File: src/rtl/mem_pkg.sv
// Shared types and constants for the MEM-stage memory access controller.
`timescale 1ns/1ps
package mem_pkg;

  typedef enum logic [1:0] {
    IDLE = 2'd0,
    BUSY = 2'd1,
    DONE = 2'd2
  } state_t;

  localparam int MEM_ADDR_W = 8;
  localparam int MEM_DATA_W = 8;

  // Load result reported when an access is abandoned by the timeout.
  localparam logic [7:0] TIMEOUT_DATA = 8'hFF;

endpackage

File: src/rtl/sync_2ff.sv
// Parameterised-width two-flop synchroniser for asynchronous inputs.
`timescale 1ns/1ps
module sync_2ff #(
  parameter int W = 8
) (
  input  logic         clk,
  input  logic         rst,
  input  logic [W-1:0] d,
  output logic [W-1:0] q
);

  logic [W-1:0] meta;

  always_ff @(posedge clk or negedge rst) begin
    if (!rst) begin
      meta <= '0;
      q    <= '0;
    end else begin
      meta <= d;
      q    <= meta;
    end
  end

endmodule

File: src/rtl/mem_access_stage.sv
// MEM-stage controller: req/ack data-memory access, pipeline stall, I/O ports.
// Optional access timeout is built when MEM_TIMEOUT_EN is defined.
`timescale 1ns/1ps
module mem_access_stage
  import mem_pkg::*;
#(
  parameter int ADDR_W         = MEM_ADDR_W,
  parameter int DATA_W         = MEM_DATA_W,
  parameter int TIMEOUT_CYCLES = 16
) (
  input  logic              clk,
  input  logic              rst,
  input  logic              valid,
  input  logic              MemRead,
  input  logic              MemWrite,
  input  logic              IO_Write,
  input  logic [ADDR_W-1:0] ALU_res,
  input  logic [DATA_W-1:0] Rd2,
  input  logic [DATA_W-1:0] IP,
  output logic              mem_req,
  output logic              mem_we,
  output logic [ADDR_W-1:0] mem_addr,
  output logic [DATA_W-1:0] mem_wdata,
  input  logic              mem_ack,
  input  logic [DATA_W-1:0] mem_rdata,
  output logic [DATA_W-1:0] data_B,
  output logic [DATA_W-1:0] IP_sync,
  output logic [DATA_W-1:0] OUT_port,
  output logic              stall,
  output logic              mem_err
);

  if (TIMEOUT_CYCLES < 2) begin : g_timeout_range
    $error("TIMEOUT_CYCLES must be at least 2");
  end

  state_t state;
  logic   access;

  // A simultaneous read and write request is treated as a write.
  assign access = valid & (MemRead | MemWrite);
  // Stall is forced low while reset is held so the pipeline is not frozen.
  assign stall  = rst & (((state == IDLE) & access) | (state == BUSY));

`ifdef MEM_TIMEOUT_EN
  localparam int               CNT_W    = $clog2(TIMEOUT_CYCLES);
  localparam logic [CNT_W-1:0] CNT_LAST = CNT_W'(TIMEOUT_CYCLES - 1);

  logic [CNT_W-1:0] busy_cnt;
  logic             timed_out;

  assign timed_out = (busy_cnt == CNT_LAST);
`else
  assign mem_err = 1'b0;
`endif

  // NOTE: all state and registered outputs use non-blocking assignments so every
  // flop samples pre-edge values; blocking here would create order-dependent logic.
  always_ff @(posedge clk or negedge rst) begin
    if (!rst) begin
      state     <= IDLE;
      mem_req   <= 1'b0;
      mem_we    <= 1'b0;
      mem_addr  <= '0;
      mem_wdata <= '0;
      data_B    <= '0;
      OUT_port  <= '0;
`ifdef MEM_TIMEOUT_EN
      busy_cnt  <= '0;
      mem_err   <= 1'b0;
`endif
    end else begin
`ifdef MEM_TIMEOUT_EN
      mem_err <= 1'b0;
`endif
      case (state)
        IDLE: begin
          if (access) begin
            mem_req   <= 1'b1;
            mem_we    <= MemWrite;
            mem_addr  <= ALU_res;
            mem_wdata <= Rd2;
            state     <= BUSY;
`ifdef MEM_TIMEOUT_EN
            busy_cnt  <= '0;
`endif
          end
        end
        BUSY: begin
          // An ack on the final timeout cycle still completes normally.
          if (mem_ack) begin
            mem_req <= 1'b0;
            if (!mem_we) data_B <= mem_rdata;
            state   <= DONE;
          end
`ifdef MEM_TIMEOUT_EN
          else if (timed_out) begin
            mem_req <= 1'b0;
            if (!mem_we) data_B <= DATA_W'(TIMEOUT_DATA);
            mem_err <= 1'b1;
            state   <= DONE;
          end else begin
            busy_cnt <= busy_cnt + 1'b1;
          end
`endif
        end
        DONE:    state <= IDLE;
        default: state <= IDLE;
      endcase

      // Gating on stall makes the port write happen once per instruction.
      if (valid & IO_Write & ~stall) OUT_port <= Rd2;
    end
  end

  sync_2ff #(.W(DATA_W)) u_ip_sync (
    .clk (clk),
    .rst (rst),
    .d   (IP),
    .q   (IP_sync)
  );

endmodule

File: config.mk
export PLATFORM = sky130hd
export DESIGN_NAME = mem_access_stage
export DESIGN_NICKNAME = d
export VERILOG_FILES = /design/src/rtl/mem_pkg.sv /design/src/rtl/sync_2ff.sv /design/src/rtl/mem_access_stage.sv
export SDC_FILE = /design/constraint.sdc
export NUM_CORES = 1
export LEC_CHECK = 0
export ABC_AREA = 1
export BUFFER_PORTS_ARGS = -buffer_cell sky130_fd_sc_hd__buf_2
export CAP_MARGIN = 10
export CORE_MARGIN = 1
export CORE_UTILIZATION = 45
export CTS_CLUSTER_SIZE = 28
export DETAILED_ROUTE_END_ITERATION = 8
export GPL_TIMING_DRIVEN = 0
export PLACE_DENSITY = 0.76
export SLEW_MARGIN = 20
export SYNTH_ARGS = -nofsm -noshare
export SYNTH_HDL_FRONTEND = slang
export SYNTH_SLANG_ARGS = --single-unit
File: constraint.sdc
create_clock -name clk -period 2.7 [get_ports clk]
set_input_delay 0.135 -clock clk [delete_from_list [all_inputs] [get_ports clk]]
set_output_delay 0.135 -clock clk [all_outputs]
set_load 0.03 [all_outputs]
---- Word-level counts from Yosys, hierarchy flattened ----
Cells that the tools add are included.
Widths: inputs -> output; s select.
operators by class
  eq/ne operators ......................... 3
  muxes and demuxes ....................... 6
  bitwise logic cells ..................... 9
  reductions and logical operators ........ 6
operators with widths
  operator            number
  $reduce_and 3->1    2
  $and 1x1->1         5
  $mux 2              2
  $ne 2x2->1 const B  2
  $pmux 2 s2          1
  $reduce_and 2->1    2
  $eq 2x1->1 const B  1
  $logic_not 2->1     1
  $mux 1              2
  $not 1->1           2
  $or 1x1->1          2
  $pmux 1 s2          1
  $reduce_bool 2->1   1
word-level totals
  flip-flop bits (word level) ............. 52
  input port bits ......................... 39
  output and inout bits ................... 44
  word-level logic and storage cells ...... 33

---- Longest topological paths before layout ----
Gate-level depths: netlist (run 1).
  depth after elaboration ................. 7
  mapped depth ............................ 8
  mapped depth without buffers ............ 8

---- Modules after synthesis ----
A second synthesis (run 1) with hierarchy kept.
unflattened totals
  cell total of the unflattened synthesis .. 175
  area total of the unflattened synthesis .. 1865.5 um2
by module, submodules not included
  module            times used  cells each  area an instance (um2)  seq. area each (um2)
  mem_access_stage  1           159         1465.2                  900.9
  sync_2ff          1           16          400.4                   400.4

---- Worst setup path after synthesis (run 1) ----
OpenSTA, ideal clock, no wires.
  path type ............................... register to register
  start ................................... register state[1]
  end ..................................... register mem_we
  setup time .............................. 0.119 ns
  data arrival time ....................... 1.091 ns
  required time ........................... 2.581 ns
  slack ................................... 1.490 ns
  cell stages (with the launch flop) ...... 8
  buffers on the path ..................... 2
  period minus slack after synthesis ...... 1.210 ns
  cells stage by stage .................... dfrtp_1 > nor2_2 > nand2_1 > or2_1 > buf_6 > buf_6 > nand2_1 > o21ai_2
between the ends
  cells in the longest elaborated chain, start to end .. 2
ends and longest elaborated chain
  element                     line                    text
  from (decl)                 mem_access_stage.sv:37  state_t state;
  from (signal assigned)      mem_access_stage.sv:61  state <= IDLE;
  from (signal assigned)      mem_access_stage.sv:83  state <= BUSY;
  from (signal assigned)      mem_access_stage.sv:94  state <= DONE;
  $logic_not 2->1             mem_access_stage.sv:76  case (state)
  $reduce_and 2->1 (no line)  --
  to (signal assigned)        mem_access_stage.sv:80  mem_we <= MemWrite;
  to (decl)                   mem_access_stage.sv:21  output logic mem_we,
Every way passes these cells.
A chain may end at the register's enable or synchronous reset.

---- Worst setup path in the final report (run 1) ----
  start ................................... input port rst
  end ..................................... output port stall
between the ends
  cells in the longest elaborated chain, start to end .. 1
ends and longest elaborated chain
  element      line                    text
  from (decl)  mem_access_stage.sv:12  input logic rst,
  $and 1x1->1  mem_access_stage.sv:43  assign stall = rst & (((state == IDLE) & access) | (state == BUSY));
  to (decl)    mem_access_stage.sv:29  output logic stall,
Every way passes these cells.

==> qor.txt, run 1 <==
GP Congestion = 0.651
Clock Skew = 6.19 ps
Max Buffers Root-to-Sink = 2
first-pass GRT wire length = 5.89 mm
global route total overflow = 0
vias in the first global route = 1331
min-delay worst type = in -> reg
total global-route track usage = 18.1%
DRC violations left = 0
initial antenna violation count = 0
sequential element share of the synthesized area = 66.8%
# H-tree levels = 2
total power = 2.70 mW
unrepaired setup endpoints after global routing = no
Sink Count = 52
Die X-Extent = 67.8 µm
CTS tree = yes
detailed placement HPWL = 2.56 mm
Post-Syn Nets = 218
slowest CP cell = dlygate4sd3_1
Setup Crit Path Kind = in -> out
area grow syn2layout = 36.9%
Final Hold Fails = 0
Max Cap Viol = 0
cell taking the most area after synthesis = dfrtp_1
Pwr per Cell Area = 1010 nW/µm²
max frequency = 0.516 GHz
final wirelength = 3.82 mm
Least-Margin Pin Slew = 656 ps
Worst Setup End Kind = output pin
Synth async-reset ratio = 100%
Max stage delay on crit path = 530 ps
via count = 1495
post-CTS setup buffers = 0
total negative slack = 0 ps
worst r2r src = state[1]
Synth top area share = 66.8%
synthesized area per cell = 10.9 µm²
Hold Path Cell Cnt = 2
Antenna Cells = 0
PortBufs = 81
RR Endpoint = mem_wdata[7]
Worst EP required = 2570 ps
root buf cell = clkbuf_8
worst rel slew slack = 56.3%
number of synthesized register bits = 52
Worst-path clk slew = 90 ps
HP Start = mem_ack
leak pwr = 1.51 nW
Die H = 67.8 µm
min Tclk post-route = 1940 ps
site row count = 23
largest net degree at the start of global routing = 54
Starting Density = 47.7%
most instantiated cells after synthesis = nand2_1 (55), dfrtp_1 (52), inv_1 (23)
cell count after synthesis = 179
most numerous cell in the Yosys netlist = nand2_1
Synth area leaders = dfrtp_1 (67%), nand2_1 (11%), o21ai_2 (7.6%)
status = complete, no violations
post-route clock period utilization = 71.8%
Clock Latency Late Sink = 300 ps
Worst EP arrival = 1800 ps
CP Launch Type = primary input
post-synth cell types = 17
DR vias/cell = 4.57
Yosys Warn Count = 0
EDFF count, synth = 0
Detail Route Antenna Nets = 0
Post-DP Area = 2420 µm²
die area = 4600 µm²
Final setup viols = 0
layout net count = 315
DR iter-0 viols = 84
CP Cell Sequence = dlygate4sd3_1 > buf_4 > nand2_2 > inv_1 > buf_2
Worst Path Max Fanout = 53
Worst VDD drop = 0.000650 V
DR pass1 iterations = 4
r2r setup slk = 1430 ps
Worst Hold End = state[0]
Final Max Slew Viols = 0
I/O pin count = 83
Top FF cell, synth = dfrtp_1
Post-Syn Area = 1950 µm²
Worst R2R Path Depth = 7
fillcell total = 333
Final Cell Area = 2670 µm²
layout cells sized above 1 = 41.9%
Routed WL per cell = 11.7 µm
CTS Buf Count = 5
Core Area = 4090 µm²
-- logic make-up after synthesis --
kind of cell | count (synthesis) | synth area share [%]
flip-flops | 52 | 66.8
other | 1 | 0.192
AND/OR/NAND/NOR | 76 | 16.2
AO/OA/AOI/OAI | 19 | 8.73
buffers and inverters | 31 | 8.15
-- how the worst max path moves through the flow --
stage | from | cells past startpoint | slack [ps] | end
floorplan | state[1] | 7 | 1490 | mem_we
global placement | rst | 5 | 740 | OUT_port[3]
detailed placement | rst | 5 | 1160 | OUT_port[3]
CTS | rst | 5 | 730 | stall
global route | rst | 5 | 590 | stall
finish | rst | 5 | 760 | stall
-- cells in the final DEF (no fill, tap or decap), drive strengths merged --
cell	netlist	layout
or2	1	1
inv	23	23
dlygate4sd3	0	9
nand3	16	16
buf	6	87
nand2	57	57
o21ai	18	18
conb	1	1
clkinv	2	2
clkbuf	0	5
bufinv	0	3
nor2	2	2
a21oi	1	1
dfrtp	52	52
-- state kept, by name (all words and copies together) (netlist names) --
name,cells
mem_req,1
state,2
u_ip_sync.meta,8
data_B,8
mem_addr,8
u_ip_sync.q,8
mem_we,1
OUT_port,8
mem_wdata,8
-- stage by stage --
stage / instances / worst slack (ps) / hold WS (ps) / util [%]
after global routing: 327 / 586 / 27.5 / 65.3
final: 327 / 761 / 27.0 / 65.3
after global placement: 310 / 739 / 243 / 59.2
after detailed placement: 310 / 1160 / 210 / 59.2
after floorplan: 179 / 1490 / -161 / -
after CTS: 327 / 726 / 14.1 / 65.3
-- layer usage --
metal	wire length [µm]	vias to the layer above	track usage, %
li1	-	740	-
met1	1700	684	21.3
met2	1770	66	29.1
met3	311	5	7.67
met4	39	0	7.03
met5	0	-	0
-- what timing repair did --
item,4_1_cts,5_1_grt
endpoints found under the hold margin,60,0
resized for setup,0,0
hold buffers,9,0
-- worst max-delay path, delay by kind of cell --
kind	cells	cell delay (ps)
buffers and inverters	4	1340
AND/OR/NAND/NOR	1	290
-- report_power, final --
part	total, mW	switching, mW	internal, mW
logic	0.924	0.642	0.281
registers	1.07	0.0987	0.968
clock network	0.707	0.244	0.463
-- cell type report --
type                       instances  area, µm²  share of cell area [%]
clock inverter                     3       90.1                    3.38
sequential                        52       1300                    48.8
buffer                             6       65.1                    2.44
clock buffer                       5       68.8                    2.58
multi-input combinational         96        489                    18.3
inverter                          25       93.8                    3.52
tap                               50       62.6                    2.34
timing repair buffer              90        498                    18.7
Note: power is estimated with default switching activity, not from simulation.
==> run 2, diff against run 1 <==
==> constraint.sdc (replaced) <==
create_clock -name clk -period 1.95 [get_ports clk]
set_input_delay 0.0975 -clock clk [delete_from_list [all_inputs] [get_ports clk]]
set_output_delay 0.0975 -clock clk [all_outputs]
set_load 0.03 [all_outputs]
==> run 2 against run 1 <==
  * Sequential share of layout area fell by 0.25 points
  * Critical path depth unchanged
  * First-iteration DRC count up 1.2%
  * Via count is 0.27% lower
  * Largest power group unchanged
  * Combinational power is 39% higher
  * Clock power rose by 39%
  * Clock skew down 0.77 ps
  * Final area rose by 0.52%
  * Hold slack better by 2.8 ps
  * Non-clock buffer count increased by 1
==> qor.txt, run 2 (synthesized netlist as in run 1, its figures left out) <==
layout cells sized above 1 = 41.7%
timing endpoint of the critical path = stall
max frequency = 0.589 GHz
detailed placement HPWL = 2.56 mm
Worst EP arrival = 1600 ps
Place WS = 443 ps
Final Core Density = 65.6%
Worst Slack Setup Final = 251 ps
Max Buffers Root-to-Sink = 2
I/O pin count = 83
PortBufs = 81
min Tclk post-route = 1700 ps
site row count = 23
root buf cell = clkbuf_8
area grow syn2layout = 37.6%
commonest non-fill, non-tap cell in the layout = buf_2
DR iter-0 viols = 85
Multi-input gate area = 489 µm²
Starting Density = 47.7%
Hold Path Cell Cnt = 3
Worst-path clk slew = 90 ps
Die H = 67.8 µm
Antenna Cells = 0
status = complete, no violations
Fin Hold WS = 29.8 ps
# H-tree levels = 2
non-filler cells, final = 328
Worst Path Max Fanout = 53
largest net degree at the start of global routing = 54
via count = 1491
origin of the worst setup path = rst
Post-Place Cells = 310
DR vias/cell = 4.55
Setup Crit Path Kind = in -> out
Max Cap Viol = 0
Final Hold Fails = 0
CP Launch Type = primary input
GP Congestion = 0.651
Clock Latency Late Sink = 300 ps
initial antenna violation count = 0
Routed WL per cell = 12.0 µm
total global-route track usage = 17.9%
final wirelength = 3.92 mm
CTS tree = yes
total negative slack = 0 ps
Worst Setup End Kind = output pin
CTS Buf Count = 5
Worst R2R Path Depth = 7
unrepaired setup endpoints after global routing = no
most frequent cells in the layout = buf_2 (81), nand2_1 (55), dfrtp_1 (52), inv_1 (23), o21ai_2 (17)
Final Max Slew Viols = 0
leak pwr = 1.51 nW
Worst VDD drop = 0.000907 V
post-CTS setup buffers = 0
DR pass1 iterations = 4
RR Endpoint = mem_wdata[7]
fillcell total = 336
Die X-Extent = 67.8 µm
Final setup viols = 0
Detail Route Antenna Nets = 0
Sink Count = 52
first-pass GRT wire length = 5.85 mm
r2r setup slk = 680 ps
die area = 4600 µm²
Core Area = 4090 µm²
Pwr per Cell Area = 1390 nW/µm²
global route total overflow = 0
vias in the first global route = 1330
Seq. cell area = 1300 µm²
worst r2r src = state[1]
min-delay worst type = in -> reg
DRC violations left = 0
Worst EP required = 1850 ps
Clock Skew = 5.43 ps
post-route clock period utilization = 87.1%
layout net count = 316
[run 2: cell types whose count changed in the layout (fill, tap and decap cells not counted)]
| cell | before | now |
|---|---|---|
| buf_4 | 2 | 1 |
| buf_6 | 2 | 3 |
| dlygate4sd3_1 | 9 | 10 |
[run 2: what timing repair did]
item                                   4_1_cts  5_1_grt
setup endpoints to repair                    0        1
resized for setup                            0        1
hold buffers                                10        0
endpoints found under the hold margin       61        0
[run 2: layout make-up]
| type | instances | area share, % |
|---|---|---|
| clock inverter | 3 | 3.36 |
| buffer | 6 | 2.43 |
| multi-input combinational | 96 | 18.2 |
| inverter | 25 | 3.50 |
| clock buffer | 5 | 2.57 |
| tap | 50 | 2.33 |
| timing repair buffer | 91 | 19.1 |
| sequential | 52 | 48.5 |
[run 2: metal layers]
metal / up-vias / track usage, % / routed length (µm)
met5: - / 0 / 0
met4: 0 / 7.03 / 39
met3: 5 / 7.33 / 304
met2: 58 / 29.0 / 1790
met1: 683 / 21.2 / 1790
li1: 745 / - / -
[run 2: how the worst min path moves through the flow]
stage	from	endpoint
finish	mem_rdata[7]	data_B[7]
detailed placement	rst	u_ip_sync.meta[3]
CTS	mem_rdata[7]	data_B[7]
floorplan	rst	OUT_port[0]
global route	mem_rdata[7]	data_B[7]
global placement	IP[1]	u_ip_sync.meta[1]
[run 2: through the flow]
stage | instance area, µm² | total power, mW
6_report | 2680 | 3.74
3_5_place_dp | 2420 | 2.77
3_3_place_gp | 2420 | 2.74
4_1_cts | 2680 | 3.78
2_1_floorplan | 1950 | 2.37
5_1_grt | 2680 | 3.93
[run 2: critical path: stages]
cell           delay (ps)
dlygate4sd3_1         550
buf_6                 390
nand2_2               250
inv_1                  90
buf_2                 190
[run 2: report_power, final]
group	internal, mW	switching (mW)	total [mW]
Clock	0.641	0.339	0.981
Sequential	1.34	0.135	1.48
Combinational	0.392	0.888	1.28
==> run 3, diff against run 2 <==
--- a/config.mk
+++ b/config.mk
@@ -5,7 +5,7 @@
 export SDC_FILE = /design/constraint.sdc
 export NUM_CORES = 1
 export LEC_CHECK = 0
-export ABC_AREA = 1
+export ABC_AREA = 0
 export BUFFER_PORTS_ARGS = -buffer_cell sky130_fd_sc_hd__buf_2
 export CAP_MARGIN = 10
 export CORE_MARGIN = 1
@@ -13,7 +13,7 @@
 export CTS_CLUSTER_SIZE = 28
 export DETAILED_ROUTE_END_ITERATION = 8
 export GPL_TIMING_DRIVEN = 0
-export PLACE_DENSITY = 0.76
+export PLACE_DENSITY = 0.77
 export SLEW_MARGIN = 20
 export SYNTH_ARGS = -nofsm -noshare
 export SYNTH_HDL_FRONTEND = slang
==> run 3 against run 2 <==
  * The run now ends with negative hold slack left
  * Via count fell by 21%
  * Final area fell by 7.6%
  * Sequential power about the same
  * Critical endpoint is now mem_wdata[3]
  * Largest power group unchanged
==> qor.txt, run 3 <==
min Tclk post-route = 1540 ps
Max Cap Viol = 0
post-synth cell types = 18
P_sw = 1.30 mW
Max stage delay on crit path = 420 ps
GP Congestion = 0.739
Multi-input gate area = 465 µm²
Routed WL per cell = 14.0 µm
most instantiated cells after synthesis = dfrtp_1 (52), mux2_2 (25), mux2_4 (8)
Top delay family on crit path = flip-flops
die area = 4320 µm²
Worst EP arrival = 1720 ps
Die H = 65.7 µm
total global-route track usage = 17.9%
Post-Syn Nets = 142
DR vias/cell = 4.70
vias in the first global route = 1207
Worst Path Max Fanout = 10
worst rel slew slack = 57.7%
CP Cell Sequence = or3_1 > buf_6 > buf_12 > mux2_4
Core Area = 3770 µm²
Worst-path clk slew = 90 ps
site row count = 22
Final Hold Fails = 52
DRC violations left = 0
met3 wire len = 152 µm
most frequent cells in the layout = buf_2 (81), dfrtp_1 (52), mux2_2 (25), dlygate4sd3_1 (9), mux2_4 (8)
max frequency = 0.651 GHz
slowest CP cell = dfrtp_1
# H-tree levels = 2
total negative slack = 0 ps
Sw Share = 38.2%
area grow syn2layout = 35.8%
internal power = 2.11 mW
Clock Latency Late Sink = 300 ps
CTS Buf Count = 5
global route total overflow = 0
EDFF count, synth = 0
unrepaired setup endpoints after global routing = no
Starting Density = 48.4%
fillcell total = 293
Synth top area share = 71.3%
DR pass1 iterations = 2
layout net count = 239
cell count after synthesis = 103
cts hold-fix bufs = 9
combinational fraction of design power = 38.0%
number of synthesized register bits = 52
Pwr per Cell Area = 1380 nW/µm²
WL met2 = 1.85 mm
post-route clock period utilization = 78.8%
via count = 1171
power share of the sequential group = 43.9%
initial antenna violation count = 0
synthesized area per cell = 17.7 µm²
cell taking the most area after synthesis = dfrtp_1
I/O pin count = 83
WP buf/inv = 2
non-filler cells, final = 249
first-pass GRT wire length = 5.69 mm
Worst VDD drop = 0.000756 V
final wirelength = 3.48 mm
Top FF cell, synth = dfrtp_1
Final Max Slew Viols = 0
Final setup viols = 0
Worst EP required = 2130 ps
largest net degree at the start of global routing = 54
PortBufs = 81
DR iter-0 viols = 37
status = finished with violations
Fin Hold WS = -180 ps
Detail Route Antenna Nets = 0
commonest non-fill, non-tap cell in the layout = buf_2
Post-Syn Area = 1830 µm²
Die X-Extent = 65.7 µm
Setup Crit Path Kind = reg -> reg
Synth area leaders = dfrtp_1 (71%), mux2_2 (15%), mux2_4 (6.6%)
Clock Skew = 5.01 ps
root buf cell = clkbuf_8
failing checks = negative hold slack
layout cells sized above 1 = 63.2%
Sink Count = 52
Final Core Density = 65.7%
min-delay worst type = in -> async
Max Buffers Root-to-Sink = 2
Worst Setup End Kind = flip-flop
Seq. cell area = 1300 µm²
DR top layer = met4
CTS tree = yes
met1 wire length = 1.42 mm
Least-Margin Pin Slew = 635 ps
CP Launch Type = flip-flop
sequential element share of the synthesized area = 71.3%
power share of the clock group = 18.1%
Antenna Cells = 0
Post-Place Cells = 232
Synth async-reset ratio = 100%
Yosys Warn Count = 0
most numerous cell in the Yosys netlist = dfrtp_1
detailed placement HPWL = 2.53 mm
leak pwr = 1.26 nW
run 3: path summary, 6_finish.rpt:
path / start / end / slack [ps] / depth (start not counted)
max: state[0] / mem_wdata[3] / 410 / 4
min: rst / u_ip_sync.q[4] / -180 / 1
max reg2reg: state[0] / mem_wdata[3] / 410 / 4
min reg2reg: u_ip_sync.meta[2] / u_ip_sync.q[2] / 360 / 0
max in group asynchronous: rst / mem_wdata[2] / 1710 / 1
min in group clk: mem_rdata[0] / data_B[0] / 20 / 2
run 3: metrics by stage:
stage | setup slack, ps | power, mW | hold WS, ps | area [µm²]
after floorplan | 501 | 2.41 | -198 | 1830
after global placement | -74.4 | 2.77 | 205 | 2290
after detailed placement | -159 | 2.82 | 207 | 2290
after CTS | 150 | 3.46 | 14.0 | 2480
after global routing | 352 | 3.59 | -151 | 2480
final | 413 | 3.42 | -180 | 2480
run 3: worst register-to-register path: cells and delay by family, from the launching register on:
kind / cells / cell delay, ps
AND/OR/NAND/NOR: 1 / 400
buffers and inverters: 2 / 310
multiplexers: 1 / 290
flip-flops: 1 / 420
run 3: kinds of logic (layout without fill, tap and decap cells):
group           Yosys count  after routing  synth area share (%)
flops                    52             52                  71.3
mux                      33             33                  22.0
buf+inv                   8            106                  3.22
compound gates            5              5                  1.92
simple gates              4              4                  1.37
other cells               1              1                 0.205
run 3: what timing repair did:
| action | in CTS | in global routing |
|---|---|---|
| resized for setup | 0 | 0 |
| endpoints found under the hold margin | 9 | 52 |
| setup buffers | 0 | 0 |
run 3: power groups by stage:
stage	Clock, mW	Combinational, mW	Sequential (mW)
finish	0.618	1.30	1.50
global placement	0	1.28	1.50
detailed placement	0	1.30	1.52
CTS	0.645	1.31	1.50
global route	0.685	1.37	1.54
floorplan	0	0.354	2.06
run 3: area by class of cell:
class                           instances  area share, %
Sequential cell                        52           52.5
Timing Repair Buffer                   90           20.1
Multi-Input combinational cell         43           18.8
Clock buffer                            5           2.78
Tap cell                               48           2.42
Buffer                                  4           1.77
Clock inverter                          3           1.06
Inverter                                4          0.606
run 3: per-layer routing:
metal / track usage (%) / up-vias
met5: 0 / -
met4: 7.61 / 0
met3: 4.51 / 4
met2: 30.4 / 37
met1: 21.5 / 585
li1: - / 545
